## config.mk

```make
export PLATFORM = sky130hd
export DESIGN_NAME = spm_arb
export DESIGN_NICKNAME = d
export VERILOG_FILES = /design/src/rtl/spm_arb_pkg.sv /design/src/rtl/spm_arb.sv
export SDC_FILE = /design/constraint.sdc
export NUM_CORES = 1
export LEC_CHECK = 0
export ABC_CLOCK_PERIOD_IN_PS = 2690
export CAP_MARGIN = 20
export CELL_PAD_IN_SITES_DETAIL_PLACEMENT = 0
export CELL_PAD_IN_SITES_GLOBAL_PLACEMENT = 2
export CORE_MARGIN = 5
export CORE_UTILIZATION = 10
export CTS_CLUSTER_DIAMETER = 50
export DETAILED_ROUTE_END_ITERATION = 8
export MAX_ROUTING_LAYER = met4
export PLACE_DENSITY = 0.95
export SETUP_SLACK_MARGIN = 0.2
export SLEW_MARGIN = 25
export SYNTH_ARGS = -nofsm -noshare
export SYNTH_HDL_FRONTEND = slang
export SYNTH_SLANG_ARGS = --single-unit
```

## constraint.sdc

```tcl
create_clock -name clk -period 2.69 [get_ports clk]
set_input_delay 0.4035 -clock clk [delete_from_list [all_inputs] [get_ports clk]]
set_output_delay 0.4035 -clock clk [all_outputs]
set_load 0.005 [all_outputs]
```

## src/rtl/spm_arb_pkg.sv

```systemverilog
// Shared encodings for the scratch pad B-port arbiter: active-low strobes,
// access direction, read-return owner and the starvation counter helper.
package spm_arb_pkg;

  localparam logic ENABLE_  = 1'b0;
  localparam logic DISABLE_ = 1'b1;
  localparam logic READ     = 1'b1;
  localparam logic WRITE    = 1'b0;

  localparam int SPM_OWNER_W  = 2;
  localparam int SPM_STARVE_W = 4;

  typedef enum logic [SPM_OWNER_W-1:0] {
    SPM_OWNER_NONE = 2'd0,
    SPM_OWNER_MEM  = 2'd1,
    SPM_OWNER_BUS  = 2'd2
  } spm_owner_e;

  // Saturating increment used by the starvation guard.
  function automatic logic [SPM_STARVE_W-1:0] starve_inc(
    input logic [SPM_STARVE_W-1:0] cnt,
    input logic [SPM_STARVE_W-1:0] lim
  );
    return (cnt >= lim) ? lim : cnt + 1'b1;
  endfunction

endpackage

```

## src/rtl/spm_arb.sv

```systemverilog
// Arbiter sharing the scratch pad B port between MEM (fixed priority) and the
// bus master, with a starvation guard and one-cycle-late read-return routing.
module spm_arb
  import spm_arb_pkg::*;
#(
  parameter int ADDR_W     = 12,
  parameter int DATA_W     = 32,
  parameter int STARVE_MAX = 4
) (
  input  logic              clk,
  input  logic              reset_,
  input  logic              mem_as_,
  input  logic              mem_rw,
  input  logic [ADDR_W-1:0] mem_addr,
  input  logic [DATA_W-1:0] mem_wr_data,
  output logic              mem_rdy_,
  output logic [DATA_W-1:0] mem_rd_data,
  output logic              mem_rd_vld_,
  input  logic              bus_as_,
  input  logic              bus_rw,
  input  logic [ADDR_W-1:0] bus_addr,
  input  logic [DATA_W-1:0] bus_wr_data,
  output logic              bus_rdy_,
  output logic [DATA_W-1:0] bus_rd_data,
  output logic              bus_rd_vld_,
  output logic              spm_as_,
  output logic              spm_rw,
  output logic [ADDR_W-1:0] spm_addr,
  output logic [DATA_W-1:0] spm_wr_data,
  input  logic [DATA_W-1:0] spm_rd_data
);

  localparam logic [SPM_STARVE_W-1:0] STARVE_LIM = SPM_STARVE_W'(STARVE_MAX);

  logic                    mem_req;
  logic                    bus_req;
  spm_owner_e              grant;
  spm_owner_e              rd_owner;
  spm_owner_e              rd_owner_next;
  logic [SPM_STARVE_W-1:0] starve_cnt;
  logic [SPM_STARVE_W-1:0] starve_cnt_next;

  assign mem_req = (mem_as_ == ENABLE_);
  assign bus_req = (bus_as_ == ENABLE_);

  // Grant is gated by reset_ so the port goes idle the moment reset asserts.
  always_comb begin
    grant = SPM_OWNER_NONE;
    if (reset_) begin
      if (bus_req && (starve_cnt == STARVE_LIM)) grant = SPM_OWNER_BUS;
      else if (mem_req)                          grant = SPM_OWNER_MEM;
      else if (bus_req)                          grant = SPM_OWNER_BUS;
    end
  end

  always_comb begin
    spm_as_     = DISABLE_;
    spm_rw      = READ;
    spm_addr    = '0;
    spm_wr_data = '0;
    mem_rdy_    = DISABLE_;
    bus_rdy_    = DISABLE_;
    case (grant)
      SPM_OWNER_MEM: begin
        spm_as_     = ENABLE_;
        spm_rw      = mem_rw;
        spm_addr    = mem_addr;
        spm_wr_data = mem_wr_data;
        mem_rdy_    = ENABLE_;
      end
      SPM_OWNER_BUS: begin
        spm_as_     = ENABLE_;
        spm_rw      = bus_rw;
        spm_addr    = bus_addr;
        spm_wr_data = bus_wr_data;
        bus_rdy_    = ENABLE_;
      end
      default: ;
    endcase
  end

  always_comb begin
    starve_cnt_next = starve_cnt;
    if (!bus_req || (grant == SPM_OWNER_BUS)) starve_cnt_next = '0;
    else if (grant == SPM_OWNER_MEM)          starve_cnt_next = starve_inc(starve_cnt, STARVE_LIM);
  end

  always_comb begin
    rd_owner_next = SPM_OWNER_NONE;
    if ((grant != SPM_OWNER_NONE) && (spm_rw == READ)) rd_owner_next = grant;
  end

  always_ff @(posedge clk or negedge reset_) begin
    if (!reset_) begin
      starve_cnt <= '0;
      rd_owner   <= SPM_OWNER_NONE;
    end else begin
      starve_cnt <= starve_cnt_next;
      rd_owner   <= rd_owner_next;
    end
  end

  // Block RAM data is broadcast; only the valid strobe is steered.
  assign mem_rd_data = spm_rd_data;
  assign bus_rd_data = spm_rd_data;
  assign mem_rd_vld_ = (rd_owner == SPM_OWNER_MEM) ? ENABLE_ : DISABLE_;
  assign bus_rd_vld_ = (rd_owner == SPM_OWNER_BUS) ? ENABLE_ : DISABLE_;

endmodule

```

==> impl_metrics.csv <==
group,metric,value,unit
run_status,status,"finished, final reports clean",
critical_path,crit_slowest_cell,"dfrtp_1",
yosys,synth_top_family_by_area,"buffers and inverters",
yosys,synth_warnings,0,
power,cellPowerDensity,230,mW/mm^2
route,ant_nets,0,
yosys,syn_area,0.00146,mm^2
critical_path,critPathArrivalTime,2.20,ns
sta,worst_pin_slew,0.272,ns
yosys,syn-num-nets,340,
grt,antenna_found_initial,0,
cells_and_area,fin_nets,457,
critical_path,crit_chain,"inv_1 > ha_2 > nand3b_1 > buf_6 > a21o_1 > ha_4 > buf_6 > buf_8 > buf_6 > a22oi_2 > nor2_1 > buf_2",
critical_path,crit_path_frequent_cell,"buf_6",
cells_and_area,diodes,0,
sta,hold_viol,0,
cts,cts.sinks,6,
yosys,synth_compound_area_share,26.9,%
place,dp_hpwl,5.00,mm
sta,clock_skew,0.000264,ns
route,drt_pass1_iterations,4,
grt,globalRouteOverflowTotal,0,
yosys,synth.area.mux_share,0,%
yosys,synth_common_cells,"65 x buf_4, 44 x a22oi_1, 44 x nor2_1",
critical_path,ff2ff_path_depth,11,
floorplanning,num_rows,44,
place,dpl.cell_count,474,
cts,cts_tree,"done",
cts,root_buffer,"clkbuf_16",
yosys,synthMostInstantiatedCell,"buf_4",
sta,finalSetupViolCount,0,
cts,cts_buffers,3,
floorplanning,core_region_area,0.0144,mm^2
grt,grt_pass1_wl,9.95,mm
floorplanning,die_w,131,um
sta,holdWs,0.344,ns
cts,cts_hold_buf,0,
yosys,yosys_register_bits,6,
critical_path,start_kind,"register",
floorplanning,die_h,131,um
cts,clkTransAtPathRegs,0.03,ns
sta,period_minus_slack,2.60,ns
cells_and_area,layout.cells.non_filler,508,
cells_and_area,syn2layout_area_growth,129,%
yosys,synthCells,209,
cts,worstSkewPairLatency,0.22,ns
cts,cts_buffer_depth,2,
critical_path,r2r-end,"starve_cnt[0]$_DFFE_PN0P_",
route,viasPerCell,3.70,
sta,worst_slew_margin_rel,81.6,%
yosys,async_reset_ff_share,100,%
critical_path,cp_slowest_stage_delay,0.37,ns
critical_path,setup.worst_path.end_class,"output pin",
sta,finalCritPeriodShare,96.6,%
yosys,synth_top_area_share,33.5,%
run,drv_cap,0,
critical_path,r2r_slack,0.47,ns
critical_path,rr_startpoint,"starve_cnt[0]$_DFFE_PN0P_",
place,io_buffers,143,
sta,slew_viol_final,0,
cells_and_area,multi_input_area,0.00103,mm^2
floorplanning,start_util,10.1,%
grt,grt_pass1_vias,2090,
yosys,syn_avg_cell_area,6.97,um^2
floorplanning,fp.dieArea,0.0171,mm^2
route,post-route-drc-count,0,
route,vias,1879,
grt,grt_max_degree,17,
yosys,synth_adder_area_share,4.29,%
sta,rsz0062_at_grt,"true",
power,ir_drop,0.158,mV
yosys,synth_top_flop_cell,"dfrtp_1",
power,power.leakage,1.33,nW
grt,gr-usage-all-layers,7.60,%
sta,finalSetupTns,0,ns
yosys,synth-simple-area-share,18.5,%
yosys,synth_edf_count,0,
place,place_ws,-0.302,ns
yosys,synth-seq-area-share,10.3,%
critical_path,crit_path_max_fanout,7,
cts,cts_max_level,1,
route,drt-wirelength-per-cell,14.3,um
sta,fmax,385,MHz
yosys,yosysUniqueCellTypes,22,
route,drt_iter0_drc,32,
yosys,yosysTopAreaCell,"buf_4",
critical_path,cp.required,2.29,ns
yosys,synth_area_leaders,"buf_4 33%, a22oi_1 23%, nor2_1 11%, dfrtp_1 10%, ha_1 4.3%",
yosys,synth_xor_area_share,0,%
place,gp_congestion,0.759,
critical_path,critical_path_class,"reg2out",
cells_and_area,drive_above_1_share,47.8,%
hold_path,hp-class,"in2async",
route,routed_wl,7.25,mm
sta,fin_ws,0.0905,ns
floorplanning,ios,240,
cells_and_area,fillers,1596,
cells_and_area,seqCellArea,150,um^2
cells_and_area,postLayoutCoreUtil,23.1,%
per-layer routing:
layer,vias up,GRT usage [%],share of wire [%],routed length (um)
met5,-,-,0,0
met4,0,2.06,2.1,153
met3,21,2.15,11,817
met2,126,14.7,51,3670
met1,845,7.37,36,2620
li1,887,-,-,-
kinds of logic (layout without fill, tap and decap cells):
group / Yosys count / count (layout)
buf+inv: 87 / 202
simple gates: 58 / 58
compound gates: 53 / 53
flops: 6 / 6
fa+ha+maj: 5 / 5
how the worst max path moves through the flow:
stage,end,from,cells after the start,slack [ns]
2_1_floorplan,spm_rw,starve_cnt[0]$_DFFE_PN0P_,8,0.37
3_3_place_gp,spm_wr_data[8],reset_,8,-0.30
3_5_place_dp,spm_wr_data[1],reset_,8,-0.30
4_1_cts,spm_wr_data[24],starve_cnt[1]$_DFFE_PN0P_,11,0.06
5_1_grt,spm_addr[2],starve_cnt[0]$_DFFE_PN0P_,12,-0.02
6_report,spm_wr_data[8],starve_cnt[0]$_DFFE_PN0P_,12,0.09
cell type report:
cell class | count | area share [%]
repair buffers | 192 | 54.5
inverters | 7 | 0.788
flip-flops and latches | 6 | 4.50
multi-input cells | 116 | 31.0
well taps | 184 | 6.91
clock buffers | 3 | 2.25
timing repair:
item,CTS,global route
cloned,4,2
gates resized for setup,169,96
setup buffers,16,9
endpoints found under the setup margin,48,47
pin swaps,22,52
endpoints found under the hold margin,0,0
sequential cells by signal (all words and copies together), names as in the netlist:
| name | flops |
|---|---|
| starve_cnt | 4 |
| rd_owner | 2 |
critical path: cells and delay by family (launching register included):
family | cells | cell delay, ns
AOI/OAI and AO/OA | 2 | 0.34
adders and majority gates | 2 | 0.37
buffers and inverters | 6 | 0.70
DFF | 1 | 0.37
and+or+nand+nor | 2 | 0.18
stage by stage:
step	cell area, um^2	total power, mW
6_report	3330	0.766
5_1_grt	3330	0.807
4_1_cts	3310	0.756
3_5_place_dp	2740	0.426
3_3_place_gp	2740	0.424
2_1_floorplan	1460	0.264
cells in the final DEF (no fill, tap or decap), types with 2 or more instances in the layout:
cell type and instances:
clkdlybuf4s50_1 92, a22oi_2 44, nor2_1 43, buf_2 42
buf_4 27, inv_1 7, buf_6 7, dfrtp_1 6
clkbuf_16 5, buf_16 5, buf_12 5, nand2b_1 4
clkbuf_2 4, a21oi_1 3, dlygate4sd2_1 3, buf_8 3
nor2b_2 2, ha_4 2, ha_1 2, dlymetal6s2s_1 2
report_power, final:
part	switching, mW	internal, mW	leakage [nW]	total, mW
logic	0.160	0.275	1.21	0.435
registers	0.00115	0.0930	0.0829	0.0941
clock network	0.0465	0.190	0.0370	0.237
total	0.207	0.559	1.33	0.766
No activity file was read; power rests on OpenSTA's default activity.
==> patch 1: new RTL, same flow settings <==
`ENABLE_`: 1'b0 -> 1'b1.
--- a/src/rtl/spm_arb_pkg.sv
+++ b/src/rtl/spm_arb_pkg.sv
@@ -2,7 +2,7 @@
 // access direction, read-return owner and the starvation counter helper.
 package spm_arb_pkg;
 
-  localparam logic ENABLE_  = 1'b0;
+  localparam logic ENABLE_  = 1'b1;
   localparam logic DISABLE_ = 1'b1;
   localparam logic READ     = 1'b1;
   localparam logic WRITE    = 1'b0;
Behaviour: not the same (a bounded check fails within 4 cycles, from zero or initial values and one cycle with reset_ low).
==> patch 1 against the original RTL <==
  * Die area decreased by 4.8%
  * Worst setup slack improved by 0.016 ns
  * Total power decreased by 12%
  * Routed wire length decreased by 4.2%
  * Sequential cell count decreased by 2
  * Design area decreased by 14%
  * Synthesized area decreased by 5.2%
  * Largest cell class unchanged
==> patch 1: results (changes against the original RTL) <==
run status finished clean; routed wire length on met2 3650 µm (-0.35%); highest ir drop seen on vdd 160 µV (+1.4%); NumNets Final 429 (-6.1%); critical path capture point spm_addr[8]; number of cells on the worst reg-to-reg path 12 (+1); leading registers by flop count starve_cnt: 4 flops; share of final-layout standard cells stronger than drive strength 1 38.7% (-9.1 points); fin cells 477 (-6.1%); area fraction in compound gates after synthesis 27.4% (+0.49 points); largest net degree at the start of global routing 26 (+9); Overall Global Routing Usage 8.14% (+0.55 points); global routing met1 resource utilization 7.38% (+0.016 points); via count of the first global-routing pass 1927 (-7.8%); biggest area contributors in the synthesized netlist sky130_fd_sc_hd__buf_4 (38%), sky130_fd_sc_hd__a22oi_1 (24%), sky130_fd_sc_hd__nor2_1 (12%); worst hold slack across all endpoints 0.561 ns (+0.217 ns); adder-cell area share of the yosys netlist 3.62% (-0.67 points); Port-buffer cells 138 (-3.5%); GRT met2 Usage 15.5% (+0.83 points); total via count in the routed design 1771 (-5.7%); critical-path maximum fanout 6 (-1); overall routed net length 6950 µm (-4.2%); post-CTS resize count 212 (+25%); met3 WL post-DR 749 µm (-8.3%); met3 track utilization from global routing 2.47% (+0.31 points); routed length on met1 2300 µm (-12%); arrival time worst endpoint 2.18 ns (-0.02 ns); sum of net half-perimeters after detailed placement 5200 µm (+4.0%); number of instances in the synthesized netlist 203 (-2.9%)
[patch 1: cell count changes after synthesis, moves of 2 or more]
cell | before | now
sky130_fd_sc_hd__nand2b_1 | 5 | 3
sky130_fd_sc_hd__buf_2 | 10 | 12
sky130_fd_sc_hd__dfrtp_1 | 6 | 4
sky130_fd_sc_hd__nor2b_1 | 2 | 0
sky130_fd_sc_hd__buf_4 | 65 | 69
sky130_fd_sc_hd__inv_1 | 7 | 4
[patch 1: cell type report]
cell class / instances / area share [%]
well taps: 180 / 7.84
flip-flops and latches: 4 / 3.48
inverters: 4 / 0.523
multi-input cells: 114 / 29.6
repair buffers: 172 / 56.0
clock buffers: 3 / 2.61
[patch 1: worst max-delay path, stage by stage]
cell	delay [ns]
sky130_fd_sc_hd__clkdlybuf4s50_1	0.49
sky130_fd_sc_hd__nand4b_1	0.12
sky130_fd_sc_hd__and3_4	0.18
sky130_fd_sc_hd__ha_4	0.17
sky130_fd_sc_hd__buf_4	0.13
sky130_fd_sc_hd__buf_6	0.12
sky130_fd_sc_hd__buf_4	0.13
sky130_fd_sc_hd__buf_4	0.12
sky130_fd_sc_hd__a22oi_2	0.11
sky130_fd_sc_hd__nor2_1	0.06
sky130_fd_sc_hd__buf_2	0.12
[patch 1: where the power goes]
group	total, mW	switching [mW]	internal, mW
logic	0.379	0.134	0.245
registers	0.0630	0.00105	0.0619
clock network	0.234	0.0444	0.190
[patch 1: stage by stage]
| step | setup slack (ns) | cell area, µm² |
|---|---|---|
| finish | 0.106 | 2870 |
| detailed placement | -0.0943 | 2560 |
| global placement | -0.0770 | 2560 |
| CTS | 0.0731 | 2830 |
| global route | -0.0256 | 2870 |
| floorplan | 0.546 | 1400 |
==> patch 2: new RTL, config.mk and constraints unchanged <==
Made on the original files. Re-encode `spm_owner_e` (3 values) as one-hot, 3 bits wide.
--- a/src/rtl/spm_arb_pkg.sv
+++ b/src/rtl/spm_arb_pkg.sv
@@ -10,10 +10,10 @@
   localparam int SPM_OWNER_W  = 2;
   localparam int SPM_STARVE_W = 4;
 
-  typedef enum logic [SPM_OWNER_W-1:0] {
-    SPM_OWNER_NONE = 2'd0,
-    SPM_OWNER_MEM  = 2'd1,
-    SPM_OWNER_BUS  = 2'd2
+  typedef enum logic [2:0] {
+    SPM_OWNER_NONE = 3'b001,
+    SPM_OWNER_MEM  = 3'b010,
+    SPM_OWNER_BUS  = 3'b100
   } spm_owner_e;
 
   // Saturating increment used by the starvation guard.
Formal check against the unedited RTL: same outputs for any inputs over 10 cycles, from zero or initial values and one cycle with reset_ low; not proved beyond that.
==> patch 2 against the original RTL <==
  * Routed wire length decreased by 9.2%
  * Global-route usage fell by 0.20 points
  * Total power shrank 7.7%
  * Worst setup slack improved by 0.035 ns
  * Critical endpoint is now spm_addr[4]
  * Synthesized area fell by 7.1%
  * Combinational power decreased by 22%
  * Design area is 15% lower
  * Largest cell class unchanged
  * Sequential cell count grew 1
==> patch 2: results (changes against the original RTL) <==
run status finished clean; biggest area contributors in the synthesized netlist sky130_fd_sc_hd__buf_4 (37%), sky130_fd_sc_hd__a22o_1 (28%), sky130_fd_sc_hd__dfrtp_1 (11%); FF-to-FF Start starve_cnt[1]; Crit path largest cell delay 0.51 ns (+0.14 ns); average cell area after synthesis 8.31 µm² (+19%); fmax 390 MHz (+1.4%); count of distinct cell types in the synthesized netlist 24 (+9.1%); relative area of clock buffers and inverters in the final design 2.83% (+0.57 points); top cells by count, synth sky130_fd_sc_hd__buf_4 (66), sky130_fd_sc_hd__a22o_1 (44), sky130_fd_sc_hd__inv_1 (7); number of cells on the worst reg-to-reg path 10 (-1); share of the final layout cell area in sequential cells 6.23% (+1.7 points); register area 176 µm² (+17%); NumNets Final 392 (-14%); number of violations reported at the end of detailed-routing iteration 0 53 (+66%); NonClk Buf Share 60.7% (+6.2 points); Overall Global Routing Usage 7.40% (-0.20 points); Critical-path top delay cell sky130_fd_sc_hd__clkdlybuf4s50_1; routed wirelength normalized by instance count 15.0 µm (+5.1%); total via count in the routed design 1511 (-20%); leading registers by flop count starve_cnt: 4 flops, rd_owner: 3 flops; reg-to-reg setup timing slack 0.94 ns (+0.47 ns); global routing met1 resource utilization 7.16% (-0.21 points); leakage power figure 1.37 nW (+2.8%); critical path capture point spm_addr[4]; fin cells 439 (-14%); sum of net half-perimeters after detailed placement 4680 µm (-6.4%); worst hold slack across all endpoints 0.353 ns (+0.00870 ns); routed wire length on met2 3490 µm (-4.7%); number of placed cells counting well taps 414 (-13%); end of the worst register-to-register path rd_owner[0]; first-pass GRT wire length 9180 µm (-7.7%); largest net degree at the start of global routing 20 (+3); arrival time worst endpoint 2.16 ns (-0.04 ns); highest ir drop seen on vdd 164 µV (+4.1%); routed length on met1 2410 µm (-7.8%); GRT met2 Usage 13.7% (-0.98 points); postcts setup bufs 14 (-2); share of final-layout standard cells stronger than drive strength 1 16.0% (-32 points); critical-path maximum fanout 8 (+1); met3 WL post-DR 433 µm (-47%); post-placement worst setup slack 0.0357 ns (+0.338 ns); net count of the mapped netlist 291 (-14%); multi-input gate share of total cell area 21.5% (-9.5 points)
-- patch 2: cell count changes after synthesis, moves of 3 or more --
cell / delta
sky130_fd_sc_hd__nand2b_1: -3
sky130_fd_sc_hd__a21oi_1: -4
sky130_fd_sc_hd__buf_2: -8
sky130_fd_sc_hd__nand2_1: +5
sky130_fd_sc_hd__ha_1: -3
sky130_fd_sc_hd__clkbuf_1: -3
sky130_fd_sc_hd__a22oi_1: -43
sky130_fd_sc_hd__a22o_1: +44
sky130_fd_sc_hd__nor2_1: -42
sky130_fd_sc_hd__buf_6: +4
sky130_fd_sc_hd__a211oi_1: +3
-- patch 2: cell families after synthesis --
group | share of synthesized area, %
adders and majority gates | 1.85
AOI/OAI and AO/OA | 33.5
buffers and inverters | 43.2
DFF | 13.0
and+or+nand+nor | 8.50
-- patch 2: power by group --
| part | switching (mW) | total (mW) | internal [mW] |
|---|---|---|---|
| Clock | 0.0618 | 0.257 | 0.195 |
| Sequential | 0.00154 | 0.111 | 0.110 |
| Combinational | 0.104 | 0.338 | 0.235 |
